`src/rtl/lock_sequencer_if.sv`:
```
// Channel-side bundle for one lock sequencer: transmission sample, thresholds,
// coefficient-update handshake and the servo control / status outputs.
interface lock_sequencer_if #(
  parameter int DATA_WIDTH = 16,
  parameter int CNT_WIDTH  = 16
);
  logic                         enable_in;
  logic signed [DATA_WIDTH-1:0] trans_in;
  logic signed [DATA_WIDTH-1:0] minval_in;
  logic signed [DATA_WIDTH-1:0] acqval_in;
  logic                         upd_req_in;
  logic                         allow_live_in;
  logic                         pid_on_out;
  logic                         sweep_hold_out;
  logic                         upd_ack_out;
  logic [1:0]                   state_out;
  logic [CNT_WIDTH-1:0]         relock_cnt_out;
  logic [2:0]                   led_out;

  // Driver side: the channel front end / parameter path feeding the sequencer
  modport master (
    output enable_in, trans_in, minval_in, acqval_in, upd_req_in, allow_live_in,
    input  pid_on_out, sweep_hold_out, upd_ack_out, state_out, relock_cnt_out, led_out
  );

  // Sequencer side
  modport slave (
    input  enable_in, trans_in, minval_in, acqval_in, upd_req_in, allow_live_in,
    output pid_on_out, sweep_hold_out, upd_ack_out, state_out, relock_cnt_out, led_out
  );
endinterface

```
`src/rtl/lock_sequencer.sv`:
```
// Per-channel lock controller: IDLE -> SWEEP -> SETTLE -> LOCKED sequencing from
// the transmission monitor, with a lock-loss glitch filter, a settle dwell, a
// saturating relock counter and gating of coefficient-update strobes.
module lock_sequencer #(
  parameter int DATA_WIDTH    = 16,
  parameter int LOSS_FILT     = 16,
  parameter int SETTLE_CYCLES = 100000000,
  parameter int CNT_WIDTH     = 16
) (
  input logic             clk_in,
  input logic             rst_n_in,
  lock_sequencer_if.slave bus
);

  typedef enum logic [1:0] {
    ST_IDLE   = 2'b00,
    ST_SWEEP  = 2'b01,
    ST_SETTLE = 2'b10,
    ST_LOCKED = 2'b11
  } state_t;

  localparam logic [7:0]           LOSS_LAST   = 8'(LOSS_FILT - 1);
  localparam logic [27:0]          SETTLE_LAST = 28'(SETTLE_CYCLES - 1);
  localparam logic [CNT_WIDTH-1:0] CNT_MAX     = {CNT_WIDTH{1'b1}};

  // Registered threshold flags: state decisions look one sample back.
  logic                 r_below;
  logic                 r_above;

  state_t               r_state;
  logic [7:0]           r_loss_cnt;
  logic [27:0]          r_settle_cnt;
  logic [CNT_WIDTH-1:0] r_relock_cnt;
  logic                 r_pending;

  logic                 r_pid_on;
  logic                 r_sweep_hold;
  logic                 r_upd_ack;
  logic [2:0]           r_led;

  state_t               w_next_state;
  logic                 w_lost;
  logic                 w_upd_ok;
  logic                 w_ack;

  // Lock is declared lost on the LOSS_FILT-th consecutive below sample.
  assign w_lost   = r_below && (r_loss_cnt == LOSS_LAST);
  // Coefficients may land while the PID is off, or live if explicitly allowed.
  assign w_upd_ok = (r_state == ST_IDLE) || (r_state == ST_SWEEP) || bus.allow_live_in;
  assign w_ack    = r_pending && w_upd_ok;

  // Input stage: compare the raw sample against both thresholds (signed).
  always_ff @(posedge clk_in or negedge rst_n_in) begin
    if (!rst_n_in) begin
      r_below <= 1'b0;
      r_above <= 1'b0;
    end else begin
      r_below <= ($signed(bus.trans_in) <  $signed(bus.minval_in));
      r_above <= ($signed(bus.trans_in) >= $signed(bus.acqval_in));
    end
  end

  // Next-state decode; enable has top priority, loss beats settle completion.
  always_comb begin
    w_next_state = r_state;
    if (!bus.enable_in) begin
      w_next_state = ST_IDLE;
    end else begin
      case (r_state)
        ST_IDLE:   w_next_state = ST_SWEEP;
        ST_SWEEP:  begin
          if (r_above) begin
            w_next_state = ST_SETTLE;
          end else begin
            w_next_state = ST_SWEEP;
          end
        end
        ST_SETTLE: begin
          if (w_lost) begin
            w_next_state = ST_SWEEP;
          end else if (r_settle_cnt == SETTLE_LAST) begin
            w_next_state = ST_LOCKED;
          end else begin
            w_next_state = ST_SETTLE;
          end
        end
        ST_LOCKED: begin
          if (w_lost) begin
            w_next_state = ST_SWEEP;
          end else begin
            w_next_state = ST_LOCKED;
          end
        end
        default:   w_next_state = ST_IDLE;
      endcase
    end
  end

  // FSM: state, loss/settle/relock counters and outputs decoded from next state.
  always_ff @(posedge clk_in or negedge rst_n_in) begin
    if (!rst_n_in) begin
      r_state      <= ST_IDLE;
      r_loss_cnt   <= 8'd0;
      r_settle_cnt <= 28'd0;
      r_relock_cnt <= {CNT_WIDTH{1'b0}};
      r_pid_on     <= 1'b0;
      r_sweep_hold <= 1'b1;
      r_led        <= 3'b010;
    end else begin
      r_state <= w_next_state;

      // Any state change restarts the glitch filter.
      if (w_next_state != r_state) begin
        r_loss_cnt <= 8'd0;
      end else if (r_below && ((r_state == ST_SETTLE) || (r_state == ST_LOCKED))) begin
        r_loss_cnt <= r_loss_cnt + 8'd1;
      end else begin
        r_loss_cnt <= 8'd0;
      end

      // Dwell counts only while remaining in SETTLE; entry starts it from zero.
      if ((r_state == ST_SETTLE) && (w_next_state == ST_SETTLE)) begin
        r_settle_cnt <= r_settle_cnt + 28'd1;
      end else begin
        r_settle_cnt <= 28'd0;
      end

      // Only a loss out of LOCKED is a relock event; a failed settle is not.
      if ((r_state == ST_LOCKED) && (w_next_state == ST_SWEEP) && (r_relock_cnt != CNT_MAX)) begin
        r_relock_cnt <= r_relock_cnt + {{(CNT_WIDTH-1){1'b0}}, 1'b1};
      end else begin
        r_relock_cnt <= r_relock_cnt;
      end

      case (w_next_state)
        ST_IDLE: begin
          r_pid_on     <= 1'b0;
          r_sweep_hold <= 1'b1;
          r_led        <= 3'b010;
        end
        ST_SWEEP: begin
          r_pid_on     <= 1'b0;
          r_sweep_hold <= 1'b0;
          r_led        <= 3'b010;
        end
        ST_SETTLE: begin
          r_pid_on     <= 1'b1;
          r_sweep_hold <= 1'b1;
          r_led        <= 3'b001;
        end
        ST_LOCKED: begin
          r_pid_on     <= 1'b1;
          r_sweep_hold <= 1'b1;
          r_led        <= 3'b100;
        end
        default: begin
          r_pid_on     <= 1'b0;
          r_sweep_hold <= 1'b1;
          r_led        <= 3'b010;
        end
      endcase
    end
  end

  // Update gating: a request raised on an ack edge stays pending for a second ack.
  always_ff @(posedge clk_in or negedge rst_n_in) begin
    if (!rst_n_in) begin
      r_pending <= 1'b0;
      r_upd_ack <= 1'b0;
    end else begin
      r_upd_ack <= w_ack;
      r_pending <= bus.upd_req_in || (r_pending && !w_upd_ok);
    end
  end

  assign bus.pid_on_out     = r_pid_on;
  assign bus.sweep_hold_out = r_sweep_hold;
  assign bus.upd_ack_out    = r_upd_ack;
  assign bus.state_out      = r_state;
  assign bus.relock_cnt_out = r_relock_cnt;
  assign bus.led_out        = r_led;

endmodule

```
`src/flat_wrapper.sv`:
```
// flat-port wrapper written by rule: the top's interface ports become plain ports
module lock_sequencer_flat 
#(
  parameter int DATA_WIDTH    = 16,
  parameter int LOSS_FILT     = 16,
  parameter int SETTLE_CYCLES = 100000000,
  parameter int CNT_WIDTH     = 16
)
  (clk_in, rst_n_in, bus_enable_in, bus_trans_in, bus_minval_in, bus_acqval_in, bus_upd_req_in, bus_allow_live_in, bus_pid_on_out, bus_sweep_hold_out, bus_upd_ack_out, bus_state_out, bus_relock_cnt_out, bus_led_out);
  lock_sequencer_if #(.DATA_WIDTH(DATA_WIDTH), .CNT_WIDTH(CNT_WIDTH)) bus_i ();
  input logic clk_in;
  input logic rst_n_in;
  input wire logic [$bits(bus_i.enable_in)-1:0] bus_enable_in;
  input wire logic [$bits(bus_i.trans_in)-1:0] bus_trans_in;
  input wire logic [$bits(bus_i.minval_in)-1:0] bus_minval_in;
  input wire logic [$bits(bus_i.acqval_in)-1:0] bus_acqval_in;
  input wire logic [$bits(bus_i.upd_req_in)-1:0] bus_upd_req_in;
  input wire logic [$bits(bus_i.allow_live_in)-1:0] bus_allow_live_in;
  output wire logic [$bits(bus_i.pid_on_out)-1:0] bus_pid_on_out;
  output wire logic [$bits(bus_i.sweep_hold_out)-1:0] bus_sweep_hold_out;
  output wire logic [$bits(bus_i.upd_ack_out)-1:0] bus_upd_ack_out;
  output wire logic [$bits(bus_i.state_out)-1:0] bus_state_out;
  output wire logic [$bits(bus_i.relock_cnt_out)-1:0] bus_relock_cnt_out;
  output wire logic [$bits(bus_i.led_out)-1:0] bus_led_out;
  assign bus_i.enable_in = bus_enable_in;
  assign bus_i.trans_in = bus_trans_in;
  assign bus_i.minval_in = bus_minval_in;
  assign bus_i.acqval_in = bus_acqval_in;
  assign bus_i.upd_req_in = bus_upd_req_in;
  assign bus_i.allow_live_in = bus_allow_live_in;
  assign bus_pid_on_out = bus_i.pid_on_out;
  assign bus_sweep_hold_out = bus_i.sweep_hold_out;
  assign bus_upd_ack_out = bus_i.upd_ack_out;
  assign bus_state_out = bus_i.state_out;
  assign bus_relock_cnt_out = bus_i.relock_cnt_out;
  assign bus_led_out = bus_i.led_out;
  lock_sequencer #(.DATA_WIDTH(DATA_WIDTH), .LOSS_FILT(LOSS_FILT), .SETTLE_CYCLES(SETTLE_CYCLES), .CNT_WIDTH(CNT_WIDTH)) u_core (.clk_in(clk_in), .rst_n_in(rst_n_in), .bus(bus_i));
endmodule
```
`config.mk`:
```
export PLATFORM = sky130hd
export DESIGN_NAME = lock_sequencer_flat
export DESIGN_NICKNAME = d
export VERILOG_FILES = /design/src/rtl/lock_sequencer_if.sv /design/src/rtl/lock_sequencer.sv /design/src/flat_wrapper.sv
export SDC_FILE = /design/constraint.sdc
export NUM_CORES = 1
export LEC_CHECK = 0
export ABC_AREA = 0
export ABC_CLOCK_PERIOD_IN_PS = 4500
export CAP_MARGIN = 25
export CORE_MARGIN = 3
export CORE_UTILIZATION = 42
export DETAILED_ROUTE_END_ITERATION = 10
export DONT_BUFFER_PORTS = 1
export SYNTH_ARGS = -nofsm -noshare
export SYNTH_HDL_FRONTEND = slang
export SYNTH_SLANG_ARGS = --single-unit
```
`constraint.sdc`:
```
create_clock -name clk_in -period 4.5 [get_ports clk_in]
set_input_delay 0.9 -clock clk_in [delete_from_list [all_inputs] [get_ports clk_in]]
set_output_delay 0.9 -clock clk_in [all_outputs]
set_load 0.02 [all_outputs]
```
# Word-level counts from Yosys, hierarchy flattened
# Cells that the tools add are included.
[op_classes]
n_addsub = 3
magnitude_cmp = 2
n_eq_ne = 10
muxes = 12
reduce_logical = 17
[op_table]
columns = ["operator", "n"]
rows = [
  ["28-bit by 1-bit adder with 28-bit output, second input constant", 1],
  ["28-bit by 27-bit == test with 1-bit output, second input constant", 1],
  ["28-bit two-way mux", 1],
  ["16-bit by 1-bit adder with 16-bit output, second input constant", 1],
  ["16-bit >= comparator", 1],
  ["16-bit less-than comparator", 1],
  ["8-bit two-way mux", 2],
  ["16-bit inequality test, second input constant", 1],
  ["3-bit one-hot mux with 3 select lines", 1],
  ["8-bit by 1-bit adder with 8-bit output, second input constant", 1],
  ["2-bit == test, second input constant", 4],
  ["8-bit by 4-bit == test with 1-bit output, second input constant", 1],
  ["2-bit two-way mux", 4],
  ["2-bit one-hot mux with 4 select lines", 1],
  ["1-bit logical AND", 7],
  ["2-bit by 1-bit == test with 1-bit output, second input constant", 2],
  ["2-bit logical NOT", 2],
  ["1-bit logical OR", 4],
  ["1-bit one-hot mux with 2 select lines", 2],
  ["2-bit OR reduction", 2],
  ["3-bit OR reduction", 1],
  ["2-bit inequality test", 1],
  ["1-bit logical NOT", 1],
  ["1-bit two-way mux", 1],
]
[totals]
ff_bits = 63
output_inout_bits = 24
wordCells = 55

# Logic depth before layout (Yosys ltp)
# Gate-level depths: netlist of run 1.
[depth]
depth_word = 8
mapped_depth = 9

# Worst setup path before layout of run 1
# Ideal clock, no wire load.
[synth_path]
path_kind = "input to register"
from = "input bus_acqval_in[3]"
to = "register u_core.r_above"
setup_ns = 0.125
arrival_ns = 2.118
required_ns = 4.375
setup_slack_ns = 2.258
path_stages = 7
n_path_buf = 0
cell_sequence = "inv_1 > ha_1 > a21o_1 > nand2_1 > o211ai_1 > a311oi_1 > mux2_2"
[synth_between]
elab_chain_cells = 1
[synth_lines]
columns = ["element", "line_no", "rtl"]
rows = [
  ["from (decl)", "flat_wrapper.sv:16", "input wire logic [$bits(bus_i.acqval_in)-1:0] bus_acqval_in;"],
  ["16-bit >= comparator", "lock_sequencer.sv:59", "r_above <= ($signed(bus.trans_in) >= $signed(bus.acqval_in));"],
  ["to (signal assigned)", "lock_sequencer.sv:59", ""],
  ["to (decl)", "lock_sequencer.sv:28", "logic r_above;"],
]
# Every way passes these cells.
# A chain may end at the register's enable or synchronous reset.

# Worst setup path after layout of run 1
[layout_path]
from = "register u_core.r_relock_cnt[0], in the netlist u_core.bus.relock_cnt_out[0]"
to = "register u_core.r_relock_cnt[5], in the netlist u_core.bus.relock_cnt_out[5]"
[layout_between]
elab_chain_cells = 2
elab_cells_between_ends = 3
cone_classes = "add/sub: 1; eq/ne: 1; reduce/logical: 1"
[layout_lines]
columns = ["element", "line_no", "rtl"]
rows = [
  ["from (decl)", "lock_sequencer.sv:33", "logic [CNT_WIDTH-1:0] r_relock_cnt;"],
  ["from (signal assigned)", "lock_sequencer.sv:105", "r_relock_cnt <= {CNT_WIDTH{1'b0}};"],
  ["from (signal assigned)", "lock_sequencer.sv:130", "r_relock_cnt <= r_relock_cnt + {{(CNT_WIDTH-1){1'b0}}, 1'b1};"],
  ["from (signal assigned)", "lock_sequencer.sv:132", "r_relock_cnt <= r_relock_cnt;"],
  ["branches (longest 2 deep; another with 16-bit by 1-bit adder with 16-bit output)", "-", ""],
]
# Several ways; the timed one is not identified.

==> results of run 1 <==
[Yosys cell counts, types with 2 or more instances]
cell type,instances,area [sq um]
buf_8,2,30.03
nand4_1,18,112.6
o21ai_0,6,30.03
a21oi_1,9,45.04
nor3_1,7,35.03
xor2_1,25,219.0
a21boi_0,2,15.01
inv_1,43,161.4
nand2_1,14,52.55
dfstp_2,2,52.55
a31oi_1,3,18.77
clkbuf_1,3,11.26
and3_1,14,87.58
dfrtp_1,61,1526
and2_1,3,18.77
xnor2_1,22,192.7
nand3_1,38,190.2
mux2_2,2,22.52
a21o_1,3,22.52
nor2_1,49,183.9
ha_1,34,425.4
nor2b_1,2,12.51
and4_1,3,26.28
nor4_1,3,18.77
[routing by layer]
| metal | part of all wire [%] | vias to the layer above | track usage, % |
|---|---|---|---|
| li1 | - | 1319 | - |
| met1 | 45 | 1265 | 18.41 |
| met2 | 50 | 49 | 25.21 |
| met3 | 4.4 | 5 | 5.680 |
| met4 | 0.59 | 0 | 3.151 |
| met5 | 0 | - | 0 |
[stage by stage]
step                utilization [%]  instance area (sq um)  instances  hold WS, ps  worst slack, ps
detailed placement            44.88                   3744        483        461.7             2189
global placement              44.88                   3744        483        449.5             2190
global route                  47.43                   3956        499        233.4             2143
finish                        47.43                   3956        499        260.0             2333
floorplan                         -                   3666        385        432.9             2258
CTS                           47.43                   3956        499        241.3             2302
[state kept, by name (all words and copies together), names as in the netlist]
| signal | flops |
|---|---|
| u_core.bus.led_out | 3 |
| u_core.bus.sweep_hold_out | 1 |
| u_core.bus.state_out | 2 |
| u_core.bus.relock_cnt_out | 16 |
| u_core.r_below | 1 |
| u_core.bus.pid_on_out | 1 |
| u_core.r_loss_cnt | 8 |
| u_core.r_above | 1 |
| u_core.bus.upd_ack_out | 1 |
| u_core.r_pending | 1 |
| u_core.r_settle_cnt | 28 |
[power by group]
part | internal, mW | switching (mW) | total [mW]
Sequential | 0.581 | 0.0217 | 0.603
Combinational | 0.0378 | 0.0484 | 0.0862
Clock | 0.310 | 0.211 | 0.521
Total | 0.929 | 0.281 | 1.21
[worst max path at each step]
stage	slack, ps	startpoint	end	cells after the start
floorplan	2260	bus_acqval_in[3]	u_core.r_above	7
global placement	2190	bus_acqval_in[3]	u_core.r_above	7
detailed placement	2190	bus_acqval_in[3]	u_core.r_above	7
CTS	2300	u_core.bus.relock_cnt_out[0]	u_core.bus.relock_cnt_out[5]	6
global route	2140	u_core.bus.relock_cnt_out[0]	u_core.bus.relock_cnt_out[5]	6
finish	2330	u_core.bus.relock_cnt_out[0]	u_core.bus.relock_cnt_out[5]	6
[final cells by class]
| cell class | count | area, sq um |
|---|---|---|
| fillers | 804 | 4384 |
| well taps | 105 | 131.4 |
| clock inverters | 6 | 85.08 |
| inverters | 43 | 161.4 |
| multi-input cells | 272 | 1872 |
| clock buffers | 10 | 127.6 |
| flip-flops and latches | 63 | 1579 |
[critical path: stages, from the launching register on]
cell,delay (ps)
dfrtp_1,490
ha_1,270
and2_1,240
and3_1,250
a211oi_2,470
nand3_1,170
xnor2_1,150
[logic make-up after synthesis]
logic type               after synthesis  synth area share (%)
multiplexers                           3                0.8873
flip-flops                            63                 43.07
adder cells (fa/ha/maj)               34                 11.60
AND/OR/NAND/NOR                      157                 21.81
buffers and inverters                 50                 5.870
XOR/XNOR                              47                 11.23
AO/OA/AOI/OAI                         31                 5.529
==> flow_summary.yaml, run 1 <==
clock_tree:
  worstSkewPairLatency_ps: 330
  cts_made_buffers: 9
  clock_sinks: 63
  htreeDepth: 3
  path_clk_slew_ps: 70
  cts_buffer_depth: 2
  cts-hold-fix-buffers: 0
  cts-resized-gates: 0
  cts_setup_buffers: 0
  cts_root_buf: "clkbuf_8"
  cts_tree: "built"
critical_path:
  worstSetupPathType: "flop to flop"
  start_kind: "flop"
  ff2ff_path_depth: 6
  cp.arrival_ps: 2380
  reg2reg_from: "u_core.bus.relock_cnt_out[0]"
  r2r-end: "u_core.bus.relock_cnt_out[5]"
  cp-end-kind: "flop"
  reg2reg_slack_ps: 2330
  worstPathRequired_ps: 4710
  cp_max_fo: 7
cells_and_area:
  final_net_count: 476
  layout_common_cells: "61 x dfrtp_1, 49 x nor2_1, 43 x inv_1, 38 x nand3_1, 34 x ha_1"
  num_antenna_cells: 0
  syn_to_final_growth_pct: 7.918
  drive_gt1_share_pct: 6.599
  mostFrequentLayoutCell: "dfrtp_1"
placement:
  place.gp.congestion: 0.7491
  io_buffers: 0
  dpl.hpwl_mm: 5.223
sta:
  tightest_slew_ps: 797.0
  hold_violations: 0
  setup_tns_ps: 0
  slew_viol_final: 0
  fmax_mhz: 461.5
  relSlewSlack_pct: 46.42
  finalCriticalPeriod_ps: 2167
  setup_violations: 0
  fin_skew_ps: 6.333
  period_share_pct: 48.16
  rsz0062_at_grt: "false"
global_route:
  antenna_found_initial: 0
  first_global_vias: 2714
  grt_max_degree: 64
  grt-ovfl-total: 0
  grtUsageTotal_pct: 14.98
  grt_pass1_wl_mm: 12.12
die:
  io_pins: 77
  coreArea_sq_um: 8341
  die_h_um: 99.43
  die_width_um: 99.43
  initial_core_util_pct: 43.95
  num_rows: 33
  die-area_sq_um: 9885
logic_synthesis:
  synth_top_flop_cell: "dfrtp_1"
  syn_area_sq_um: 3666
  netlist_instances: 385
  synth.net_count: 472
  ys_warn_count: 0
  ys_types: 41
  syn_area_per_cell_sq_um: 9.522
  synth_seq_cells: 63
  async_flop_share_pct: 100.0
  synth-seq-area-share_pct: 43.07
  synth_edf_count: 0
power_and_ir_drop:
  vdd_drop_max_v: 0.0001694
  p_per_area_nw_per_um2: 305.8
  p_leak_nw: 1.835
  p_total_mw: 1.210
route:
  vias: 2638
  wl_per_cell_um: 13.92
  drt_first_pass_iters: 5
  wl_mm: 6.948
  first_iter_violations: 77
  drt-vias-per-instance: 5.287
  post-route-drc-count: 0
  ant_nets: 0
flow_run:
  max_cap_violations: 0
worst_hold_path:
  hold_class: "primary input to asynchronous set/reset pin"
outcome:
  status: "complete, no violations"
Power figures use the tool's default switching activity.
==> run 2: changes to the inputs <==
--- a/config.mk
+++ b/config.mk
@@ -6,7 +6,7 @@
 export NUM_CORES = 1
 export LEC_CHECK = 0
 export ABC_AREA = 0
-export ABC_CLOCK_PERIOD_IN_PS = 4500
+export ABC_CLOCK_PERIOD_IN_PS = 2100
 export CAP_MARGIN = 25
 export CORE_MARGIN = 3
 export CORE_UTILIZATION = 42
==> constraint.sdc (replaced) <==
create_clock -name clk_in -period 2.1 [get_ports clk_in]
set_input_delay 0.42 -clock clk_in [delete_from_list [all_inputs] [get_ports clk_in]]
set_output_delay 0.42 -clock clk_in [all_outputs]
set_load 0.02 [all_outputs]
==> run 2 against run 1 <==
Effect of this change: sequential share of layout area down 1.8 points; clock skew grew 7.8 ps; count of clock-buffer cells in the layout increased by 5; power increased by 100%; wire length rose by 3.6%; cell count is 4.4% higher; sequential power is 110% higher; core utilization is 2.3 points higher; flip-flop and latch count did not move; largest cell class unchanged.
==> flow_summary.yaml, run 2 (same netlist as run 1, synthesis figures left out) <==
route:
  drt-vias-per-instance: 5.221
  wl_mm: 7.201
  ant_nets: 0
  drt_first_pass_iters: 4
  post-route-drc-count: 0
  wl_per_cell_um: 13.82
  vias: 2720
  first_iter_violations: 76
critical_path:
  start_kind: "flop"
  worstPathRequired_ps: 2360
  cp.arrival_ps: 2210
  cp_max_fo: 13
  worstSetupPathType: "flop to flop"
  cp-end-kind: "flop"
die:
  initial_core_util_pct: 43.95
  die_width_um: 99.43
  coreArea_sq_um: 8341
  die-area_sq_um: 9885
  die_h_um: 99.43
  num_rows: 33
  io_pins: 77
global_route:
  grt_pass1_wl_mm: 12.38
  grt-ovfl-total: 0
  antenna_found_initial: 0
  grt_max_degree: 64
  first_global_vias: 2789
  grtUsageTotal_pct: 15.42
sta:
  fmax_mhz: 513.5
  hold_violations: 0
  finalCriticalPeriod_ps: 1947
  setup_tns_ps: 0
  tightest_slew_ps: 539.3
  slew_viol_final: 0
  fin_skew_ps: 14.18
  period_share_pct: 92.73
  rsz0062_at_grt: "false"
  relSlewSlack_pct: 63.77
  setup_violations: 0
cells_and_area:
  largest_reg_flops: 28
  syn_to_final_growth_pct: 13.14
  final_util_pct: 49.73
  drive_gt1_share_pct: 11.54
  mostFrequentLayoutCell: "dfrtp_1"
  final_net_count: 498
  layout_common_cells: "61 x dfrtp_1, 49 x nor2_1, 43 x inv_1, 38 x nand3_1, 34 x ha_1"
  num_antenna_cells: 0
  top_register: "u_core.r_settle_cnt"
power_and_ir_drop:
  vdd_drop_max_v: 0.0003601
  p_per_area_nw_per_um2: 597.4
  switchingPower_mw: 0.6031
  internal_power_mw: 1.875
  power.share.sequential_pct: 51.6
  p_leak_nw: 1.961
  pwr-share-comb_pct: 10.0
  p_sw_share_pct: 24.34
  p_total_mw: 2.478
  clkPwrFrac_pct: 38.5
placement:
  dpl.hpwl_mm: 5.413
  place.gp.congestion: 0.7816
  io_buffers: 0
clock_tree:
  cts_root_buf: "clkbuf_8"
  cts_tree: "built"
  clock_sinks: 63
  cts_setup_buffers: 0
  htreeDepth: 3
  worstSkewPairLatency_ps: 340
  cts_made_buffers: 9
  cts_buffer_depth: 2
  path_clk_slew_ps: 60
outcome:
  status: "complete, no violations"
worst_hold_path:
  hold_class: "primary input to flop"
flow_run:
  max_cap_violations: 0
-- run 2: cell types whose count changed in the layout (fill, tap and decap cells not counted), sizes merged --
cell,before,now
buf,0,21
clkbuf,10,15
bufinv,2,0
clkinvlp,2,0
clkinv,2,1
dlygate4sd3,0,1
-- run 2: critical path, cell delays in order, from the launching register on --
cell and delay (ps):
dfrtp_1 390, ha_1 220, and3_1 250, a31oi_2 210, nand2_1 120, or3_4 360
buf_4 200, nor2_1 110
-- run 2: cell type report --
class / instances / area (sq um)
Clock inverter: 1 / 5.005
Tap cell: 105 / 131.4
Sequential cell: 63 / 1579
Timing Repair Buffer: 22 / 200.2
Fill cell: 797 / 4193
Inverter: 43 / 161.4
Clock buffer: 15 / 176.4
Multi-Input combinational cell: 272 / 1894
-- run 2: power groups by stage --
stage | Clock (mW) | Sequential (mW) | Combinational [mW]
finish | 0.954 | 1.28 | 0.247
detailed placement | 0 | 1.30 | 0.213
CTS | 0.987 | 1.28 | 0.248
global route | 1.04 | 1.28 | 0.290
global placement | 0 | 1.30 | 0.207
floorplan | 0 | 1.31 | 0.155
-- run 2: path summary, 6_finish.rpt --
| kind | from | endpoint | slack, ps | depth (start not counted) |
|---|---|---|---|---|
| max reg2reg | u_core.r_loss_cnt[0] | u_core.r_settle_cnt[13] | 150 | 7 |
| min reg2reg | u_core.r_loss_cnt[0] | u_core.r_loss_cnt[0] | 460 | 1 |
| min in group asynchronous | rst_n_in | u_core.bus.relock_cnt_out[3] | 610 | 2 |
| max | u_core.r_loss_cnt[0] | u_core.r_settle_cnt[13] | 150 | 7 |
| max in group asynchronous | rst_n_in | u_core.bus.led_out[1] | 1160 | 2 |
| min | bus_enable_in | u_core.bus.sweep_hold_out | 150 | 1 |
-- run 2: repair_timing --
| item | CTS | global route |
|---|---|---|
| hold buffers | 2 | 0 |
| resized for setup | 0 | 4 |
| endpoints found under the setup margin | 0 | 21 |
| hold endpoints to repair | 63 | 0 |
-- run 2: routing by layer --
metal / share of wire (%) / global-route usage [%]
met3: 5.6 / 5.680
met4: 0.61 / 3.571
met2: 49 / 25.52
met5: 0 / 0
met1: 45 / 19.28
-- run 2: stage by stage --
stage	hold WS, ps	std cells	instance area, sq um	setup WS (ps)
3_3_place_gp	128.5	503	3906	173.9
2_1_floorplan	124.4	385	3666	105.2
4_1_cts	131.2	521	4125	135.3
3_5_place_dp	128.6	503	3906	160.8
6_report	150.4	521	4148	152.6
5_1_grt	136.2	521	4148	11.63
